### src/rtl/fp16_calc_pkg.sv
// Shared types, widths and helpers for the keypad-driven FP16 calculator.
package fp16_calc_pkg;

  localparam int DIGITS    = 4;
  localparam int NIBBLE_W  = 4;
  localparam int OPERAND_W = 16;

  localparam logic [OPERAND_W-1:0] DEFAULT_ERR_PATTERN = 16'hEEEE;

  typedef enum logic [2:0] {
    ST_ENTER_A = 3'd0,
    ST_ENTER_B = 3'd1,
    ST_LAUNCH  = 3'd2,
    ST_WAIT    = 3'd3,
    ST_SHOW    = 3'd4,
    ST_ERR     = 3'd5
  } state_t;

  // Digits at or above the entered count stay dark, so a count of 0 blanks all.
  function automatic logic [DIGITS-1:0] count_to_blank(input logic [2:0] count);
    logic [DIGITS-1:0] mask;
    for (int n = 0; n < DIGITS; n++) begin
      mask[n] = (n >= int'(count));
    end
    return mask;
  endfunction

endpackage

### src/rtl/fp16_calc_sequencer_if.sv
// Keypad, multiplier and display signals of the calculator sequencer.
interface fp16_calc_sequencer_if;
  import fp16_calc_pkg::*;

  logic                 key_valid;
  logic [NIBBLE_W-1:0]  key_code;
  logic                 btn_enter;
  logic                 btn_clear;
  logic                 mult_start;
  logic [OPERAND_W-1:0] mult_op_a;
  logic [OPERAND_W-1:0] mult_op_b;
  logic                 mult_done;
  logic [OPERAND_W-1:0] mult_result;
  logic [OPERAND_W-1:0] disp_value;
  logic [DIGITS-1:0]    disp_blank;
  logic                 busy;
  logic                 err;
  logic [2:0]           state_dbg;

  modport master (
    output key_valid, key_code, btn_enter, btn_clear, mult_done, mult_result,
    input  mult_start, mult_op_a, mult_op_b, disp_value, disp_blank, busy, err, state_dbg
  );

  modport slave (
    input  key_valid, key_code, btn_enter, btn_clear, mult_done, mult_result,
    output mult_start, mult_op_a, mult_op_b, disp_value, disp_blank, busy, err, state_dbg
  );

endinterface

### src/rtl/hex_entry_buf.sv
// Four-digit hex entry shift register with a saturating digit count.
module hex_entry_buf
  import fp16_calc_pkg::*;
(
  input  logic                 clk,
  input  logic                 rst,
  input  logic                 i_shift_en,
  input  logic                 i_clear,
  input  logic [NIBBLE_W-1:0]  i_digit,
  output logic [OPERAND_W-1:0] o_buffer,
  output logic [2:0]           o_count
);

  logic [OPERAND_W-1:0] r_buffer;
  logic [2:0]           r_count;

  // Clear together with shift loads the digit as the first of a fresh entry.
  always_ff @(posedge clk or posedge rst) begin
    if (rst) begin
      r_buffer <= '0;
      r_count  <= '0;
    end else if (i_clear) begin
      if (i_shift_en) begin
        r_buffer <= {{(OPERAND_W-NIBBLE_W){1'b0}}, i_digit};
        r_count  <= 3'd1;
      end else begin
        r_buffer <= '0;
        r_count  <= '0;
      end
    end else if (i_shift_en && (r_count < 3'(DIGITS))) begin
      r_buffer <= {r_buffer[OPERAND_W-NIBBLE_W-1:0], i_digit};
      r_count  <= r_count + 3'd1;
    end
  end

  assign o_buffer = r_buffer;
  assign o_count  = r_count;

endmodule

### src/rtl/fp16_calc_sequencer.sv
// Calculator controller: operand entry, multiplier launch with timeout, display drive.
module fp16_calc_sequencer
  import fp16_calc_pkg::*;
#(
  parameter int unsigned          TIMEOUT_CYCLES = 1024,
  parameter logic [OPERAND_W-1:0] ERR_PATTERN    = DEFAULT_ERR_PATTERN
) (
  input  logic                 clk,
  input  logic                 rst,
  fp16_calc_sequencer_if.slave bus
);

  localparam int TMR_W = $clog2(TIMEOUT_CYCLES);
  localparam logic [TMR_W-1:0] TMR_LAST = TMR_W'(TIMEOUT_CYCLES - 1);

  state_t               r_state;
  state_t               w_next_state;
  logic [OPERAND_W-1:0] r_op_a;
  logic [OPERAND_W-1:0] r_op_b;
  logic [OPERAND_W-1:0] r_result;
  logic [TMR_W-1:0]     r_timer;

  logic [OPERAND_W-1:0] w_buffer;
  logic [2:0]           w_count;
  logic                 w_enter;
  logic                 w_key;
  logic                 w_clear_all;
  logic                 w_buf_clear;
  logic                 w_buf_shift;
  logic                 w_load_a;
  logic                 w_load_b;
  logic                 w_load_res;

  assign w_enter = bus.btn_enter & ~bus.btn_clear;
  assign w_key   = bus.key_valid & ~bus.btn_clear & ~bus.btn_enter;

  hex_entry_buf u_entry (
    .clk        (clk),
    .rst        (rst),
    .i_shift_en (w_buf_shift),
    .i_clear    (w_buf_clear),
    .i_digit    (bus.key_code),
    .o_buffer   (w_buffer),
    .o_count    (w_count)
  );

  always_ff @(posedge clk or posedge rst) begin
    if (rst) begin
      r_state  <= ST_ENTER_A;
      r_op_a   <= '0;
      r_op_b   <= '0;
      r_result <= '0;
      r_timer  <= '0;
    end else begin
      r_state <= w_next_state;
      if (w_clear_all) begin
        r_op_a   <= '0;
        r_op_b   <= '0;
        r_result <= '0;
        r_timer  <= '0;
      end else begin
        if (w_load_a)   r_op_a   <= w_buffer;
        if (w_load_b)   r_op_b   <= w_buffer;
        if (w_load_res) r_result <= bus.mult_result;
        if (r_state == ST_LAUNCH) begin
          r_timer <= '0;
        end else if ((r_state == ST_WAIT) && (r_timer != TMR_LAST)) begin
          r_timer <= r_timer + 1'b1;
        end
      end
    end
  end

  always_comb begin
    w_next_state = r_state;
    w_clear_all  = 1'b0;
    w_buf_clear  = 1'b0;
    w_buf_shift  = 1'b0;
    w_load_a     = 1'b0;
    w_load_b     = 1'b0;
    w_load_res   = 1'b0;
    if (bus.btn_clear) begin
      w_next_state = ST_ENTER_A;
      w_clear_all  = 1'b1;
      w_buf_clear  = 1'b1;
    end else begin
      case (r_state)
        ST_ENTER_A: begin
          if (w_enter) begin
            if (w_count != 3'd0) begin
              w_load_a     = 1'b1;
              w_buf_clear  = 1'b1;
              w_next_state = ST_ENTER_B;
            end
          end else if (w_key) begin
            w_buf_shift = 1'b1;
          end
        end
        ST_ENTER_B: begin
          if (w_enter) begin
            if (w_count != 3'd0) begin
              w_load_b     = 1'b1;
              w_buf_clear  = 1'b1;
              w_next_state = ST_LAUNCH;
            end
          end else if (w_key) begin
            w_buf_shift = 1'b1;
          end
        end
        ST_LAUNCH: w_next_state = ST_WAIT;
        // A done pulse on the final count still wins over the timeout.
        ST_WAIT: begin
          if (bus.mult_done) begin
            w_load_res   = 1'b1;
            w_next_state = ST_SHOW;
          end else if (r_timer == TMR_LAST) begin
            w_next_state = ST_ERR;
          end
        end
        ST_SHOW: begin
          if (w_enter) begin
            w_next_state = ST_LAUNCH;
          end else if (w_key) begin
            w_buf_clear  = 1'b1;
            w_buf_shift  = 1'b1;
            w_next_state = ST_ENTER_A;
          end
        end
        ST_ERR:  w_next_state = ST_ERR;
        default: w_next_state = ST_ENTER_A;
      endcase
    end
  end

  always_comb begin
    bus.disp_value = '0;
    bus.disp_blank = '1;
    case (r_state)
      ST_ENTER_A, ST_ENTER_B: begin
        bus.disp_value = w_buffer;
        bus.disp_blank = count_to_blank(w_count);
      end
      ST_LAUNCH, ST_WAIT: begin
        bus.disp_value = r_op_b;
        bus.disp_blank = '1;
      end
      ST_SHOW: begin
        bus.disp_value = r_result;
        bus.disp_blank = '0;
      end
      ST_ERR: begin
        bus.disp_value = ERR_PATTERN;
        bus.disp_blank = '0;
      end
      default: begin
        bus.disp_value = '0;
        bus.disp_blank = '1;
      end
    endcase
  end

  assign bus.mult_start = (r_state == ST_LAUNCH);
  assign bus.mult_op_a  = r_op_a;
  assign bus.mult_op_b  = r_op_b;
  assign bus.busy       = (r_state == ST_LAUNCH) || (r_state == ST_WAIT);
  assign bus.err        = (r_state == ST_ERR);
  assign bus.state_dbg  = r_state;

endmodule
### src/flat_wrapper.sv
// flat-port wrapper written by rule: the top's interface ports become plain ports
module fp16_calc_sequencer_flat import fp16_calc_pkg::*;
#(
  parameter int unsigned          TIMEOUT_CYCLES = 1024,
  parameter logic [OPERAND_W-1:0] ERR_PATTERN    = DEFAULT_ERR_PATTERN
)
  (clk, rst, bus_key_valid, bus_key_code, bus_btn_enter, bus_btn_clear, bus_mult_done, bus_mult_result, bus_mult_start, bus_mult_op_a, bus_mult_op_b, bus_disp_value, bus_disp_blank, bus_busy, bus_err, bus_state_dbg);
  fp16_calc_sequencer_if bus_i ();
  input  logic clk;
  input  logic rst;
  input wire logic [$bits(bus_i.key_valid)-1:0] bus_key_valid;
  input wire logic [$bits(bus_i.key_code)-1:0] bus_key_code;
  input wire logic [$bits(bus_i.btn_enter)-1:0] bus_btn_enter;
  input wire logic [$bits(bus_i.btn_clear)-1:0] bus_btn_clear;
  input wire logic [$bits(bus_i.mult_done)-1:0] bus_mult_done;
  input wire logic [$bits(bus_i.mult_result)-1:0] bus_mult_result;
  output wire logic [$bits(bus_i.mult_start)-1:0] bus_mult_start;
  output wire logic [$bits(bus_i.mult_op_a)-1:0] bus_mult_op_a;
  output wire logic [$bits(bus_i.mult_op_b)-1:0] bus_mult_op_b;
  output wire logic [$bits(bus_i.disp_value)-1:0] bus_disp_value;
  output wire logic [$bits(bus_i.disp_blank)-1:0] bus_disp_blank;
  output wire logic [$bits(bus_i.busy)-1:0] bus_busy;
  output wire logic [$bits(bus_i.err)-1:0] bus_err;
  output wire logic [$bits(bus_i.state_dbg)-1:0] bus_state_dbg;
  assign bus_i.key_valid = bus_key_valid;
  assign bus_i.key_code = bus_key_code;
  assign bus_i.btn_enter = bus_btn_enter;
  assign bus_i.btn_clear = bus_btn_clear;
  assign bus_i.mult_done = bus_mult_done;
  assign bus_i.mult_result = bus_mult_result;
  assign bus_mult_start = bus_i.mult_start;
  assign bus_mult_op_a = bus_i.mult_op_a;
  assign bus_mult_op_b = bus_i.mult_op_b;
  assign bus_disp_value = bus_i.disp_value;
  assign bus_disp_blank = bus_i.disp_blank;
  assign bus_busy = bus_i.busy;
  assign bus_err = bus_i.err;
  assign bus_state_dbg = bus_i.state_dbg;
  fp16_calc_sequencer #(.TIMEOUT_CYCLES(TIMEOUT_CYCLES), .ERR_PATTERN(ERR_PATTERN)) u_core (.clk(clk), .rst(rst), .bus(bus_i));
endmodule
### config.mk
export PLATFORM = sky130hd
export DESIGN_NAME = fp16_calc_sequencer_flat
export DESIGN_NICKNAME = d
export VERILOG_FILES = /design/src/rtl/fp16_calc_pkg.sv /design/src/rtl/fp16_calc_sequencer_if.sv /design/src/rtl/hex_entry_buf.sv /design/src/rtl/fp16_calc_sequencer.sv /design/src/flat_wrapper.sv
export SDC_FILE = /design/constraint.sdc
export NUM_CORES = 1
export LEC_CHECK = 0
export ABC_AREA = 0
export CAP_MARGIN = 25
export CORE_MARGIN = 2
export CORE_UTILIZATION = 52
export DETAILED_ROUTE_END_ITERATION = 7
export PLACE_DENSITY_LB_ADDON = 0.15
export SYNTH_ARGS = -nofsm -noshare
export SYNTH_HDL_FRONTEND = slang
export SYNTH_SLANG_ARGS = --single-unit
### constraint.sdc
create_clock -name clk -period 3.77 [get_ports clk]
set_clock_uncertainty 0.2 [all_clocks]
set_input_delay 0.754 -clock clk [delete_from_list [all_inputs] [get_ports clk]]
set_output_delay 0.754 -clock clk [all_outputs]
set_load 0.1 [all_outputs]
==> metrics.json <==
{
  "multi_input_comb_area_um2": 2050,
  "die-width_um": 93.6,
  "die-height_um": 93.6,
  "wl_met1_mm": 4.84,
  "synth.area.top_cells": "sky130_fd_sc_hd__dfrtp_1 48%, sky130_fd_sc_hd__nand2_1 10%, sky130_fd_sc_hd__mux2i_1 8.2%, sky130_fd_sc_hd__o21ai_0 6.0%, sky130_fd_sc_hd__nor2_1 4.9%",
  "routed_wl_mm": 10.4,
  "worst_setup_hold_path_clk_slew_ns": 0.09,
  "antenna_found_initial": 0,
  "crit_required_ns": 2.82,
  "routed-via-count": 3636,
  "std_cell_rows": 32,
  "antenna-diode-count": 0,
  "synth.lib_cells_used.distinct": 48,
  "setup_viol_count_final": 0,
  "layout.cell_area.non_filler_um2": 5250,
  "synth-async-reset-ratio_pct": 100,
  "ir_worst_vdd_uv": 231,
  "core_region_area_um2": 7770,
  "numClockSinks": 80,
  "yosys.area.top_type_share_pct": 47.9,
  "cts-root-to-sink-buffers": 2,
  "hold_viol_final": 0,
  "io_pins": 84,
  "root_buffer": "sky130_fd_sc_hd__clkbuf_8",
  "ys_seq_area_share_pct": 47.9,
  "ys.flop_type": "sky130_fd_sc_hd__dfrtp_1",
  "endpoint_kind": "primary output",
  "syn-num-nets": 505,
  "ff_latch_area_um2": 2000,
  "worst_skew_pair.late_latency_ns": 0.35,
  "synth_warnings": 0,
  "status": "finished, final reports clean",
  "power-per-cell-area_nw_per_um2": 319,
  "top_layer_used": "met4",
  "global_route.overflow_total": 0,
  "synth_seq_cells": 80,
  "layout_worst_path_cycle_share_pct": 85.5,
  "nets": 571,
  "grt_util_all_layers_pct": 25.1,
  "holdBufCountCts": 0,
  "worst_slew_margin_rel_pct": 32.0,
  "initial_utilization_pct": 53.8,
  "crit-reg2reg-launch": "u_core.bus.state_dbg[1]",
  "grt_pass1_wl_mm": 17.3,
  "cts.repair_timing.setup_buffer_count": 0,
  "post_route_cells_drive_above_1_share_pct": 14.8,
  "syn2layout_area_growth_pct": 25.8,
  "vias_in_the_first_global_route": 3540,
  "worst_pin_slew_ns": 1.02,
  "total_power_uw": 1680,
  "rsz0062_at_grt": "no",
  "drc_errors": 0,
  "routedWlPerCell_um": 16.1,
  "worst_hold_slack_across_all_endpoints_ns": 0.274,
  "tritoncts_clock_tree": "done",
  "syn_area_per_cell_um2": 8.79,
  "timing.critical_path.arrival_ns": 2.27,
  "ant_nets": 0,
  "top_cells_by_count_synth": "113 x sky130_fd_sc_hd__nand2_1, 80 x sky130_fd_sc_hd__dfrtp_1, 54 x sky130_fd_sc_hd__nor2_1",
  "detailroute.wirelength.met3_um": 483,
  "fmax_achieved_ghz": 0.310,
  "path_class": "flip-flop to primary output",
  "synth-edff-count": 0,
  "worstSetupStartpoint": "u_core.bus.state_dbg[1]",
  "critical_path_peak_fanout": 47,
  "drtPass1Iterations": 4,
  "grt_start_max_net_pins": 49,
  "detailedPlace.worstSlack_ns": 0.743,
  "numCtsBuffers": 9,
  "placement.cell_area_um2": 5040,
  "startpoint_type": "flip-flop",
  "cellLeakagePower_uw": 0.00230,
  "max_cap_violations": 0,
  "ctsResizeCount": 0,
  "report.final.slew_viol_count": 0,
  "via_per_inst": 5.61,
  "dieArea_um2": 8760,
  "post_synth_inst_count": 475,
  "fin_setup_tns_ns": 0,
  "synth.most_common_cell": "sky130_fd_sc_hd__nand2_1",
  "min_delay_startpoint": "u_core.r_result[7]",
  "mapped_area_um2": 4180,
  "cts-htree-levels": 3,
  "timing.final.ws_setup_ns": 0.547,
  "yosysTopAreaCell": "sky130_fd_sc_hd__dfrtp_1",
  "final_period_minus_worst_setup_slack_ns": 3.22,
  "port-buffer-count": 83,
  "wl_met2_mm": 4.91,
  "worst_min_delay_path_class": "flip-flop to flip-flop",
  "detailedPlacementHpwl_mm": 7.24,
  "fill_cells": 641,
  "first_iter_violations": 172,
  "routabilityCongestion": 0.868
}
[power breakdown]
group | switching, uW | internal, uW | leakage (uW)
Clock | 345 | 334 | 0.000101
Sequential | 6.79 | 860 | 0.00111
Combinational | 85.8 | 45.4 | 0.00108
[cells by family after synthesis]
family | Yosys count | synth area share, %
simple gates | 230 | 25.4
xor+xnor | 2 | 0.420
fa+ha+maj | 4 | 1.20
compound gates | 78 | 11.5
flops | 80 | 47.9
mux | 35 | 8.42
buf+inv | 46 | 5.09
[per-stage QoR]
stage	cells	utilization [%]
2_1_floorplan	475	-
3_3_place_gp	632	64.9
3_5_place_dp	632	64.9
4_1_cts	648	67.6
5_1_grt	648	67.6
6_report	648	67.6
[final cells by class]
type,count,share of cell area [%]
Clock inverter,6,1.41
Timing Repair Buffer,90,15.5
Clock buffer,10,2.62
Multi-Input combinational cell,349,39.1
Inverter,11,0.786
Tap cell,102,2.43
Sequential cell,80,38.2
[critical path, cell delays in order (launching register included)]
cell	delay [ns]
sky130_fd_sc_hd__dfrtp_2	1.04
sky130_fd_sc_hd__nor2_1	0.29
sky130_fd_sc_hd__nand3_1	0.22
sky130_fd_sc_hd__o21ai_2	0.07
sky130_fd_sc_hd__buf_4	0.26
[cell usage in the layout (no fill, tap or decap), types with 3 or more instances in the layout]
cell,n
sky130_fd_sc_hd__nand2_1,113
sky130_fd_sc_hd__dfrtp_1,78
sky130_fd_sc_hd__clkdlybuf4s50_1,56
sky130_fd_sc_hd__nor2_1,53
sky130_fd_sc_hd__o21ai_0,34
sky130_fd_sc_hd__mux2i_1,34
sky130_fd_sc_hd__buf_4,34
sky130_fd_sc_hd__nand4_1,19
sky130_fd_sc_hd__o21ai_2,15
sky130_fd_sc_hd__inv_1,10
sky130_fd_sc_hd__clkbuf_8,10
sky130_fd_sc_hd__nand3_1,9
sky130_fd_sc_hd__nand2b_1,6
sky130_fd_sc_hd__nor2b_1,5
sky130_fd_sc_hd__a21oi_1,5
sky130_fd_sc_hd__o21ai_1,4
sky130_fd_sc_hd__ha_1,4
sky130_fd_sc_hd__and4_1,3
sky130_fd_sc_hd__a31oi_1,3
sky130_fd_sc_hd__nor3_1,3
sky130_fd_sc_hd__and2_1,3
[per-layer routing]
layer,global-route usage [%],vias up
met4,8.57,0
met1,35.0,1759
met2,40.5,112
met3,3.55,15
met5,0,-
li1,-,1750
[state kept, by name, indices dropped and copies added (netlist names)]
signal / cells
u_core.bus.mult_op_a: 16
u_core.bus.mult_op_b: 16
u_core.r_result: 16
u_core.u_entry.o_buffer: 16
u_core.r_timer: 10
u_core.bus.state_dbg: 3
u_core.u_entry.o_count: 3
[path summary, 6_finish.rpt]
check,to,slack (ns),cells after the start
worst max-delay path,bus_disp_value[12],0.55,4
worst min-delay path,u_core.r_result[7],0.27,2
worst max register to register,u_core.r_result[2],1.12,4
worst min register to register,u_core.r_result[7],0.27,2
max in group asynchronous,u_core.bus.state_dbg[1],1.93,3
min in group asynchronous,u_core.r_result[3],0.55,2
Power figures use the tool's default switching activity.
